===== config.mk =====
export PLATFORM = sky130hd
export DESIGN_NAME = writeback_buffer
export DESIGN_NICKNAME = d
export VERILOG_FILES = /design/src/rtl/writeback_buffer_pkg.sv /design/src/rtl/writeback_buffer_match.sv /design/src/rtl/writeback_buffer.sv
export SDC_FILE = /design/constraint.sdc
export NUM_CORES = 1
export LEC_CHECK = 0
export CAP_MARGIN = 20
export CORE_MARGIN = 2
export CORE_UTILIZATION = 55
export DETAILED_ROUTE_END_ITERATION = 16
export PLACE_DENSITY = 0.87
export SYNTH_ARGS = -nofsm -noshare
export SYNTH_HDL_FRONTEND = slang
export SYNTH_SLANG_ARGS = --single-unit

===== constraint.sdc =====
create_clock -name clk -period 16 [get_ports clk]
set_input_delay 4 -clock clk [delete_from_list [all_inputs] [get_ports clk]]
set_output_delay 4 -clock clk [all_outputs]
set_load 0.01 [all_outputs]

===== src/rtl/writeback_buffer_pkg.sv =====
// Shared constants for the cache write-back buffer: FSM encoding and
// line/address width derivations.
package writeback_buffer_pkg;

  localparam int unsigned BYTE_ADDR_W = 32;
  localparam int unsigned STATE_W     = 2;

  localparam logic [STATE_W-1:0] ST_IDLE = 2'd0;
  localparam logic [STATE_W-1:0] ST_FWD  = 2'd1;
  localparam logic [STATE_W-1:0] ST_RD   = 2'd2;
  localparam logic [STATE_W-1:0] ST_WR   = 2'd3;

  function automatic int unsigned CLOG2(input int unsigned n);
    int unsigned r;
    r = 0;
    for (int unsigned i = 0; i < 32; i++) begin
      if ((32'd1 << i) < n) r = i + 1;
    end
    return r;
  endfunction

  function automatic int unsigned line_bits(input int unsigned line_size);
    return 8 * line_size;
  endfunction

  function automatic int unsigned laddr_w(input int unsigned line_size);
    return BYTE_ADDR_W - CLOG2(line_size);
  endfunction

endpackage


===== src/rtl/writeback_buffer_match.sv =====
// Youngest-match search: among valid entries whose address equals the key,
// pick the one furthest from head (most recently pushed).
module wb_match
  import writeback_buffer_pkg::*;
#(
  parameter int unsigned DEPTH   = 4,
  parameter int unsigned LADDR_W = 28,
  localparam int unsigned PTR_W  = CLOG2(DEPTH)
) (
  input  logic [DEPTH-1:0]         i_valid,
  input  logic [DEPTH*LADDR_W-1:0] i_addr,
  input  logic [PTR_W-1:0]         i_head,
  input  logic [LADDR_W-1:0]       i_key,
  output logic                     o_hit_c,
  output logic [PTR_W-1:0]         o_idx_c
);

  logic [PTR_W-1:0] w_age;
  logic [PTR_W-1:0] w_best_age;

  always_comb begin
    o_hit_c    = 1'b0;
    o_idx_c    = '0;
    w_age      = '0;
    w_best_age = '0;
    for (int i = 0; i < int'(DEPTH); i++) begin
      w_age = PTR_W'(i) - i_head;
      if (i_valid[i] && (i_addr[i*int'(LADDR_W) +: LADDR_W] == i_key) &&
          (!o_hit_c || (w_age > w_best_age))) begin
        o_hit_c    = 1'b1;
        o_idx_c    = PTR_W'(i);
        w_best_age = w_age;
      end
    end
  end

endmodule


===== src/rtl/writeback_buffer.sv =====
// Write-back buffer between the cache and DataMemory: queues dirty victims,
// forwards fills from resident lines and lets read misses pre-empt drains.
module writeback_buffer
  import writeback_buffer_pkg::*;
#(
  parameter int unsigned DEPTH     = 4,
  parameter int unsigned LINE_SIZE = 16,
  localparam int unsigned LINE_BITS = line_bits(LINE_SIZE),
  localparam int unsigned LADDR_W   = laddr_w(LINE_SIZE)
) (
  input  logic                 clk,
  input  logic                 reset,
  input  logic                 evict_valid,
  output logic                 evict_ready,
  input  logic [LADDR_W-1:0]   evict_addr,
  input  logic [LINE_BITS-1:0] evict_data,
  input  logic                 fill_valid,
  output logic                 fill_ready,
  input  logic [LADDR_W-1:0]   fill_addr,
  output logic                 fill_data_valid,
  output logic [LINE_BITS-1:0] fill_data,
  output logic                 empty,
  output logic                 mem_is_input_valid,
  output logic [LADDR_W-1:0]   mem_addr,
  output logic                 mem_read,
  output logic                 mem_write,
  output logic [LINE_BITS-1:0] mem_din,
  input  logic                 mem_is_output_valid,
  input  logic [LINE_BITS-1:0] mem_dout,
  input  logic                 mem_ready
);

  localparam int unsigned PTR_W = CLOG2(DEPTH);
  localparam int unsigned CNT_W = PTR_W + 1;

  logic [STATE_W-1:0]   r_state;
  logic [STATE_W-1:0]   w_state_nxt;
  logic [PTR_W-1:0]     r_head;
  logic [PTR_W-1:0]     r_tail;
  logic [CNT_W-1:0]     r_count;
  logic [DEPTH-1:0]     r_valid;
  logic [LADDR_W-1:0]   r_addr [DEPTH];
  logic [LINE_BITS-1:0] r_data [DEPTH];
  logic [LINE_BITS-1:0] r_fill_data;
  logic                 r_fill_data_valid;

  logic                     w_full;
  logic                     w_push;
  logic                     w_fill_acc;
  logic                     w_rd_issue;
  logic                     w_wr_issue;
  logic                     w_hit;
  logic [PTR_W-1:0]         w_hit_idx;
  logic [DEPTH*LADDR_W-1:0] w_addr_flat;

  always_comb begin
    w_addr_flat = '0;
    for (int i = 0; i < int'(DEPTH); i++) begin
      w_addr_flat[i*int'(LADDR_W) +: LADDR_W] = r_addr[i];
    end
  end

  wb_match #(
    .DEPTH   (DEPTH),
    .LADDR_W (LADDR_W)
  ) u_match (
    .i_valid (r_valid),
    .i_addr  (w_addr_flat),
    .i_head  (r_head),
    .i_key   (fill_addr),
    .o_hit_c (w_hit),
    .o_idx_c (w_hit_idx)
  );

  assign w_full = (r_count == CNT_W'(DEPTH));
  assign w_push = evict_valid && !w_full;

  always_ff @(posedge clk or posedge reset) begin
    if (reset) r_state <= ST_IDLE;
    else       r_state <= w_state_nxt;
  end

  // Misses need a free slot behind them, so a full buffer with no hit drains first.
  always_comb begin
    w_state_nxt = r_state;
    w_fill_acc  = 1'b0;
    w_rd_issue  = 1'b0;
    w_wr_issue  = 1'b0;
    case (r_state)
      ST_IDLE: begin
        if (fill_valid && (w_hit || (!w_full && mem_ready))) begin
          w_fill_acc = 1'b1;
          if (w_hit) begin
            w_state_nxt = ST_FWD;
          end else begin
            w_rd_issue  = 1'b1;
            w_state_nxt = ST_RD;
          end
        end else if ((r_count != '0) && mem_ready) begin
          w_wr_issue  = 1'b1;
          w_state_nxt = ST_WR;
        end
      end
      ST_FWD:  w_state_nxt = ST_IDLE;
      ST_RD:   if (mem_is_output_valid) w_state_nxt = ST_IDLE;
      ST_WR:   if (mem_ready) w_state_nxt = ST_IDLE;
      default: w_state_nxt = ST_IDLE;
    endcase
    if (reset) begin
      w_fill_acc = 1'b0;
      w_rd_issue = 1'b0;
      w_wr_issue = 1'b0;
    end
  end

  // Push and pop never target the same slot: pop needs count>0, push needs !full.
  always_ff @(posedge clk or posedge reset) begin
    if (reset) begin
      r_head            <= '0;
      r_tail            <= '0;
      r_count           <= '0;
      r_valid           <= '0;
      r_fill_data       <= '0;
      r_fill_data_valid <= 1'b0;
    end else begin
      if (w_push) begin
        r_tail          <= r_tail + PTR_W'(1);
        r_valid[r_tail] <= 1'b1;
      end
      if (w_wr_issue) begin
        r_head          <= r_head + PTR_W'(1);
        r_valid[r_head] <= 1'b0;
      end
      r_count           <= r_count + CNT_W'(w_push) - CNT_W'(w_wr_issue);
      r_fill_data_valid <= 1'b0;
      if (w_fill_acc && w_hit) begin
        r_fill_data       <= r_data[w_hit_idx];
        r_fill_data_valid <= 1'b1;
      end else if ((r_state == ST_RD) && mem_is_output_valid) begin
        r_fill_data       <= mem_dout;
        r_fill_data_valid <= 1'b1;
      end
    end
  end

  always_ff @(posedge clk) begin
    if (w_push) begin
      r_addr[r_tail] <= evict_addr;
      r_data[r_tail] <= evict_data;
    end
  end

  assign evict_ready        = !w_full;
  assign empty              = (r_count == '0);
  assign fill_ready         = w_fill_acc;
  assign fill_data          = r_fill_data;
  assign fill_data_valid    = r_fill_data_valid;
  assign mem_is_input_valid = w_rd_issue || w_wr_issue;
  assign mem_read           = w_rd_issue;
  assign mem_write          = w_wr_issue;
  assign mem_addr           = w_rd_issue ? fill_addr :
                              (w_wr_issue ? r_addr[r_head] : '0);
  assign mem_din            = w_wr_issue ? r_data[r_head] : '0;

endmodule

==> results.md <==
* Critical path, cell by cell: clkdlybuf4s50_1 > xnor2_1 > nand4_1 > nor4_1 > nand2_1 > nand4_2 > nand2_1 > and3_4 > buf_4 > and2_1 > clkdlybuf4s50_1
* Crit. End Element: output pin
* CP Capture Point: mem_din[101]
* Core Box Area at 0.0645 sq mm
* RSZ-0062 raised after global routing: false
* Ys flop type: edfxtp_1
* Die X at around 260 um
* Layout cells sized above 1 at between 15 and 20%
* Total power at 7410 uW
* Ys async rst share at between 15 and 20%
* Worst path max stage delay at 0.82 ns
* Port Buffers at between 600 and 700
* Skew final at roughly 0.042 ns
* Arr. time, crit path at 8.58 ns
* Final hold vios at 0
* Hold crit path type: reg -> reg
* Synth Area in Simple Gates at roughly 11%
* WS Path Type: in -> out
* # resized after CTS at 0
* Maximum capacitance violations at 0
* Synthesis-to-layout area growth at 25.3%
* Vias in the first global route at approximately 26000
* Worst skew pair latency at 0.64 ns
* Max-slew headroom at 24.1%
* DR WL/cell at ~28 um
* Post-Layout Cell Count at between 4000 and 5000
* Final WL at ~110000 um
* Num rows at 93
* Critical R2R Capture: fill_data[24]$_DFFE_PP0P_
* Die Y at around 260 um
* Distinct cells, synth at 52
* #FFs+latches synth at roughly 770
* Seq/Total Area, Yosys at between 60% and 70%
* Main combinational cell family by area after synthesis: multiplexers
* GRT Residual Overflow at 0
* Mapped Area at ~0.036 sq mm
* Hold depth at 2
* Area share of fa/ha/maj cells after synthesis at 0.544%
* Routability cong. at 0.888
* Max Fclk at around 0.079 GHz
* Drt initial violations at between 3000 and 4000
* Crit path launch type: primary input
* DRT Pass-1 Iters at 6
* Top post-synthesis cells by area: edfxtp_1 (52%), dfrtp_1 (9.9%), mux4_2 (9.8%)
* Tmin final at between 10 and 15 ns
* Crit path launch: fill_addr[9]
* Critical Path RT at 12.00 ns
* Clock tree buffer depth at 3
* Antenna-violating nets left at 0
* PwrDens at 165 mW/mm^2
* Dpl hpwl at just under 70000 um
* Yosys top cell area share at approximately 52%
* Leakage at roughly 0.016 uW
* R2R Setup Slk at just under 8 ns
* Most frequent cell after synthesis: edfxtp_1
* H-tree levels at 3
* # nets final at approximately 3400
* Vias post-DR at ~26000
* Critical path peak fanout at 90
* Status: finished clean
* Multiplexer share of the synthesized area at ~14%
* Fill cell count at approximately 4000
* Count of flip-flops with a built-in enable after synthesis at ~620
* Starting Density at 55.6%
* Cells after DPL at about 3900
* Tcrit/Tclk final at between 70 and 80%
* Compound-Gate Fraction of Synth Area at between 6 and 7%
* Final core occ at a little over two thirds
* Vias per Instance at between 6 and 7
* Global-route wire length before repair at 163000 um
* Remaining DRCs at 0
* Slew of the pin with the lowest slew margin at approximately 1.1 ns
* Final setup vio count at 0
* CTS root buffer: clkbuf_16
* Cts hold-fix bufs at 0
* CTS clk-pin slew, worst paths at roughly 0.060 ns
* Commonest cells post-synth: edfxtp_1 (624), nand2_1 (395), mux4_2 (156), dfrtp_1 (142)
* VDD IR max at 126 uV
* Critical R2R Launch: r_addr[0][9]$_DFFE_PP_
* Yosys warning count at 0
* Die area at 0.0673 sq mm
* Max Slew Vio Count at 0
* Slowest cell on crit path: nor4_1
* # IOs at approximately 610
* Clk sinks at 766
* Mapped Cells at between 2000 and 3000
* Largest net degree at the start of global routing at slightly below 100
* Total setup buffers inserted after CTS at 0
* FF-to-FF path depth at 19
* Inserted Clock Buffers at around 80
* CTS tree: done
* Setup TNS at 0 ns
* Syn_nets at roughly 2900
* Post-Synth XOR/XNOR Area at about 3.0%
* Syn Area/Cell at 13.9 sq um
* Post-synth top area cell: edfxtp_1
* Initial antenna violation count at 26
* Overall routing resource usage at roughly a third
[state kept, by name, indices dropped and copies added (netlist names)]
signal / flops
r_state: 2
r_count: 3
r_valid: 4
fill_data_valid: 1
r_tail: 2
r_addr: 112
fill_data: 128
r_head: 2
r_data: 512
[worst min path at each step]
| stage | from | end | slack [ns] |
|---|---|---|---|
| 2_1_floorplan | r_data[3][28]$_DFFE_PP_ | fill_data[28]$_DFFE_PP0P_ | 0.47 |
| 6_report | r_data[3][28]$_DFFE_PP_ | fill_data[28]$_DFFE_PP0P_ | 0.51 |
| 3_5_place_dp | r_data[3][28]$_DFFE_PP_ | fill_data[28]$_DFFE_PP0P_ | 0.50 |
| 4_1_cts | r_data[3][28]$_DFFE_PP_ | fill_data[28]$_DFFE_PP0P_ | 0.51 |
| 5_1_grt | r_data[3][28]$_DFFE_PP_ | fill_data[28]$_DFFE_PP0P_ | 0.57 |
| 3_3_place_gp | r_data[3][28]$_DFFE_PP_ | fill_data[28]$_DFFE_PP0P_ | 0.49 |
[through the flow]
stage          setup slack, ns  hold WS, ns  instance area, sq um
6_report                  3.42        0.514                 44900
3_5_place_dp              3.47        0.501                 42300
3_3_place_gp              3.64        0.490                 42300
2_1_floorplan             3.75        0.466                 35900
4_1_cts                   3.44        0.513                 44900
5_1_grt                   3.21        0.569                 44900
[logic make-up after synthesis]
family                   Yosys count
AO/OA/AOI/OAI                    309
XOR/XNOR                         116
adder cells (fa/ha/maj)           15
buffers and inverters            222
flip-flops                       766
multiplexers                     293
AND/OR/NAND/NOR                  857
[worst max-delay path: cells and delay by family]
kind                   cells  cell delay [ns]
buffers and inverters      3             1.57
AND/OR/NAND/NOR            7             2.47
XOR/XNOR                   1             0.45
[cell type report]
class / count / area [sq um] / area share [%]
Sequential cell: 766 / 22300 / 49.6
Multi-Input combinational cell: 1590 / 12600 / 28.0
Timing Repair Buffer: 641 / 6350 / 14.1
Clock buffer: 110 / 2200 / 4.90
Tap cell: 855 / 1070 / 2.38
Clock inverter: 32 / 334 / 0.743
Antenna cell: 24 / 60.1 / 0.134
Inverter: 11 / 46.3 / 0.103
[power breakdown]
part	total [uW]	internal (uW)	leakage, uW	switching [uW]
Sequential	3060	2710	0.00738	344
Clock	1830	1060	0.00125	769
Combinational	2520	1290	0.00701	1230
[layer usage]
layer  global-route usage (%)  wire length, um  share of wire [%]
met5                        0              103              0.093
met4                     15.5             5060                4.6
met3                     7.44            12300                 11
met2                     54.4            56200                 51
met1                     39.8            37500                 34
[placed cells by master (no fill, tap or decap), types with 106 or more instances in the layout]
cell	netlist	layout
mux2_2	132	132
o211ai_1	106	106
clkdlybuf4s50_1	0	608
a31oi_1	127	127
and2_1	129	129
mux4_2	156	156
nand2_1	395	395
nand3_1	133	133
dfrtp_1	142	140
edfxtp_1	624	624
nor2_1	133	133
(Power assumes the default switching activity.)
==> patch 1, RTL diff (same flow settings) <==
Make the reset (`reset`) synchronous in 2 clocked blocks.
--- a/src/rtl/writeback_buffer.sv
+++ b/src/rtl/writeback_buffer.sv
@@ -75,7 +75,7 @@
   assign w_full = (r_count == CNT_W'(DEPTH));
   assign w_push = evict_valid && !w_full;
 
-  always_ff @(posedge clk or posedge reset) begin
+  always_ff @(posedge clk) begin
     if (reset) r_state <= ST_IDLE;
     else       r_state <= w_state_nxt;
   end
@@ -114,7 +114,7 @@
   end
 
   // Push and pop never target the same slot: pop needs count>0, push needs !full.
-  always_ff @(posedge clk or posedge reset) begin
+  always_ff @(posedge clk) begin
     if (reset) begin
       r_head            <= '0;
       r_tail            <= '0;
Formal check against the unedited RTL: not equivalent (a bounded check fails within 4 cycles, from zero or initial values and one cycle with reset high; the reset may be asserted at any time).
==> patch 1 against the unedited design <==
Design area is 1.4% higher; synthesized area is 2.0% higher; global-route usage is 0.077 points higher; routed wire length is 3.3% higher; fmax is 2.8% higher; setup slack better by 340 ps; critical endpoint is now mem_is_input_valid; sequential cell count is 2 higher; clock skew is 13 ps lower.
Power is not compared: it rests on default switching activity, and its combinational part moved more than twofold at a synthesized area within 25%.
==> patch 1: results (changes against the unedited design) <==
Layout cell share with drive strength beyond 1: 0.154 (about the same)
Syn nets: 2,728 (was 2,911)
Synthesis warning total: 0 (unchanged)
H-Tree Depth: 3 (unchanged)
Port Buffers: 608 (unchanged)
Global-route wire length before repair: 165,000 um (was 163,000 um)
HP Class: register to register (unchanged)
Netlist cell types: 58 (was 52)
VDD IR max: 0.0000917 V
Critical path origin: fill_addr[12] (was fill_addr[9])
Leakage Power: 17.3 nW
Status: completed (unchanged)
Vias per std cell: 6.77 (was 6.47)
Placed insts: 3,665 (was 3,862)
Sequential area share after synthesis: 0.591 (was 0.622)
Num CTS Buffers: 77 (was 78)
Post-CTS Setup Repair Bufs: 0 (unchanged)
CTS resizes: 0 (unchanged)
Final net count: 3,215 (was 3,421)
Synth async-reset ratio: 0 (was 0.185)
Clock transition at path regs: 60 ps (about the same)
Drt initial violations: 3,031 (was 3,192)
Crit path to: mem_is_input_valid (was mem_din[101])
Reg with most FFs: r_data (unchanged)
Final HPWL DP: 71,300 um (was 68,200 um)
Antenna violations before repair: 35 (was 26)
Wirelength per Cell: 29.9 um (was 27.6 um)
Number of global-route vias before repair: 25,541 (was 26,202)
Delay-heaviest family, CP: simple AND/OR/NAND/NOR gates (unchanged)
Largest net degree at the start of global routing: 102 (was 97)
Pre-Repair DR Iteration Count: 6 (unchanged)
Clk buf depth: 3 (unchanged)
Top cells by area, synth: edfxtp_1 (51%), mux4_2 (9.6%), dfxtp_1 (7.9%) (was edfxtp_1 (52%), dfrtp_1 (9.9%), mux4_2 (9.8%))
Data arrival, critical path: 8250 ps (was 8580 ps)
Clk root buf: clkbuf_16 (unchanged)
Crit-path max cell delay: 910 ps (was 820 ps)
Reg2reg end: fill_data[127] (was fill_data[24])
Final WL: 115,000 um (was 111,000 um)
Worst skew pair latency: 620 ps (was 640 ps)
Pre-CTS WS: 3600 ps (was 3470 ps)
CP Max Fanout: 35 (was 90)
Gpl congestion: 0.911 (was 0.888)
Max reg flops: 512 (unchanged)
Worst Clk Skew: 28.8 ps (was 41.9 ps)
Mean post-synth cell area: 15.3 sq um (was 13.9 sq um)
Fmax: 81.7 MHz (was 79.5 MHz)
Hold Path Cell Cnt: 1 (was 2)
RR Startpoint: r_addr[1][12] (was r_addr[0][9])
Antenna-violating nets left: 0 (unchanged)
Area post-placement: 42,800 sq um (was 42,300 sq um)
Relative slew slack: 0.227 (was 0.241)
Post-synth top cells: edfxtp_1 (624), mux2i_1 (257), a211oi_1 (160), mux4_2 (156), dfxtp_1 (144) (was edfxtp_1 (624), nand2_1 (395), mux4_2 (156), dfrtp_1 (142))
Number of synthesized flops with an enable pin: 624 (unchanged)
Crit-path slowest cell: nor4_1 (unchanged)
Worst R2R Setup Slack: 8630 ps (was 7840 ps)
GRT Util Overall: 0.324 (about the same)
R2R depth: 19 (unchanged)
[patch 1: power by group]
part / total [W] / leakage [nW] / switching (W) / internal (W)
logic: 0.00111 / 9.11 / 0.000602 / 0.000508
registers: 0.00253 / 6.89 / 0.000131 / 0.00239
clock network: 0.00187 / 1.29 / 0.000764 / 0.00110
total: 0.00550 / 17.3 / 0.00150 / 0.00400
[patch 1: final cells by class]
cell class	instances	area [sq um]
antenna	23	57.6
clock buffer	102	2160
clock inverter	40	475
fill	4114	20200
inverter	13	48.8
multi-input combinational	1373	13700
sequential	768	21600
tap	864	1080
timing repair buffer	649	6410
[patch 1: kinds of logic after synthesis]
kind of cell	synth area share
multiplexers	0.167
adder cells (fa/ha/maj)	0.00534
XOR/XNOR	0.0292
flip-flops	0.591
buffers and inverters	0.0374
AO/OA/AOI/OAI	0.110
AND/OR/NAND/NOR	0.0593
[patch 1: worst min path at each step]
stage / start / end / slack, ps
after global routing: r_data[3][21] / fill_data[21] / 490
after floorplan: r_data[3][91] / fill_data[91] / 450
final: r_data[3][21] / fill_data[21] / 470
after global placement: r_data[3][85] / fill_data[85] / 450
after CTS: r_data[3][45] / fill_data[45] / 470
after detailed placement: r_data[3][122] / fill_data[122] / 460
[patch 1: layer usage]
| layer | part of all wire | track usage | vias to the layer above |
|---|---|---|---|
| met4 | 0.045 | 0.153 | 20 |
| met3 | 0.097 | 0.0599 | 311 |
| met1 | 0.36 | 0.414 | 13082 |
| met2 | 0.50 | 0.540 | 1808 |
| met5 | 0.0012 | 0 | - |
| li1 | - | - | 10740 |
==> patch 2, RTL diff (same flow settings) <==
Made on the original files. Set the package constant `STATE_W` to 4 (it was 2).
--- a/src/rtl/writeback_buffer_pkg.sv
+++ b/src/rtl/writeback_buffer_pkg.sv
@@ -3,7 +3,7 @@
 package writeback_buffer_pkg;
 
   localparam int unsigned BYTE_ADDR_W = 32;
-  localparam int unsigned STATE_W     = 2;
+  localparam int unsigned STATE_W     = 4;
 
   localparam logic [STATE_W-1:0] ST_IDLE = 2'd0;
   localparam logic [STATE_W-1:0] ST_FWD  = 2'd1;
Function: same outputs for any inputs over 4 cycles, from zero or initial values and one cycle with reset high; that may be too few to reach the edited logic, so the function may still have changed.
==> patch 2 against the unedited design <==
Via count is 4.6% lower; design area is 0.24% higher; routed wire length decreased by 3.6%; hold slack gained 33 ps; sequential cell count did not move; largest power group unchanged; non-clock buffer count rose by 2; setup slack worse by 280 ps; power decreased by 0.31%; synthesized area about the same; critical path depth unchanged; synthesized cell count fell by 5.4%.
==> patch 2: results (changes against the unedited design) <==
Status: completed (unchanged)
RR Startpoint: r_head[0] (was r_addr[0][9])
Area fraction in compound gates after synthesis: 0.0621 (was 0.0636)
H-Tree Depth: 3 (unchanged)
Max layer used: met5 (unchanged)
Worst Clk Skew: 26.5 ps (was 41.9 ps)
Drt initial violations: 2,654 (was 3,192)
CP Max Fanout: 94 (was 90)
Pre-Repair DR Iteration Count: 7 (was 6)
GRT Util Overall: 0.312 (was 0.324)
Vias per std cell: 6.36 (was 6.47)
Mux contribution to synthesized area: 0.175 (was 0.141)
R2R depth: 17 (was 19)
Least-Margin Pin Slew: 1160 ps (was 1140 ps)
Pre-CTS WS: 3310 ps (was 3470 ps)
VDD IR max: 0.000120 V (was 0.000126 V)
Leakage Power: 16.4 nW (was 15.6 nW)
Post-synthesis adder-cell area fraction: 0.00544 (about the same)
Vias: 24,865 (was 26,068)
Routed length on met3: 11,200 um (was 12,300 um)
Final HPWL DP: 67,500 um (was 68,200 um)
Final worst path period share: 0.804 (was 0.787)
Reg2reg end: fill_data[27] (was fill_data[24])
Max reg flops: 512 (unchanged)
Post-synth top cells: edfxtp_1 (624), nand2_1 (269), mux4_2 (156), dfrtp_1 (142), nor2_1 (132) (was edfxtp_1 (624), nand2_1 (395), mux4_2 (156), dfrtp_1 (142))
Routed wl met2: 53,300 um (was 56,200 um)
Netlist cell types: 55 (was 52)
Xor and xnor area share after synthesis: 0.0300 (was 0.0298)
Syn nets: 2,771 (was 2,911)
HP Class: register to register (unchanged)
Final WL: 107,000 um (was 111,000 um)
Mean post-synth cell area: 14.7 sq um (was 13.9 sq um)
Top cells by area, synth: edfxtp_1 (52%), dfrtp_1 (9.9%), mux4_2 (9.8%) (unchanged)
Layout cell share with drive strength beyond 1: 0.154 (about the same)
Worst R2R Setup Slack: 7900 ps (was 7840 ps)
Max_cap viols: 0 (unchanged)
Power Total: 0.00738 W (was 0.00741 W)
Worst min-delay path endpoint: r_count[0] (was fill_data[28])
Global-route wire length before repair: 157,000 um (was 163,000 um)
Hold path start: r_count[0] (was r_data[3][28])
Final net count: 3,298 (was 3,421)
GR met2 Demand/Resource: 0.515 (was 0.544)
Internal power: 0.00506 W (about the same)
Antenna violations before repair: 32 (was 26)
Clock transition at path regs: 60 ps (about the same)
Data arrival, critical path: 8860 ps (was 8580 ps)
Worst skew pair latency: 620 ps (was 640 ps)
Met3 GRT Util: 0.0657 (was 0.0744)
Hold Path Cell Cnt: 1 (was 2)
Crit path to: mem_din[87] (was mem_din[101])
Gpl congestion: 0.949 (was 0.888)
Sequential area share after synthesis: 0.621 (was 0.622)
Metal1 wirelength: 37,700 um (was 37,500 um)
Largest net degree at the start of global routing: 97 (unchanged)
Met1 Usage GRT: 0.392 (was 0.398)
Critical path origin: fill_addr[1] (was fill_addr[9])
Post-CTS Setup Repair Bufs: 0 (unchanged)
Placed insts: 3,737 (was 3,862)
Clock-net power: 0.00179 W (was 0.00183 W)
[patch 2: metrics by stage]
step / hold slack [ps] / instance area, sq um
floorplan: 466 / 35900
global placement: 506 / 42400
detailed placement: 521 / 42400
CTS: 533 / 44900
global route: 580 / 45000
finish: 546 / 45100
[patch 2: final cells by class]
class / instances / area, sq um
Multi-Input combinational cell: 1459 / 12600
Inverter: 17 / 71.3
Clock buffer: 112 / 2180
Sequential cell: 766 / 22300
Antenna cell: 26 / 65.1
Clock inverter: 31 / 304
Timing Repair Buffer: 643 / 6440
Tap cell: 855 / 1070
Fill cell: 4065 / 19400
[patch 2: critical path, stage by stage]
cell and delay (ps):
clkdlybuf4s50_1 660, xor2_1 390, nor4_1 140, nand4_1 400, nand3_1 230, a21boi_1 290, nand4_1 260, inv_4 630
buf_4 750, and2_1 260, clkdlybuf4s50_1 570
[patch 2: logic make-up after synthesis]
family	after synthesis
buffers and inverters	213
muxes	417
and+or+nand+nor	602
DFF	766
adders and majority gates	15
AOI/OAI and AO/OA	309
xor gates and xnor gates	116
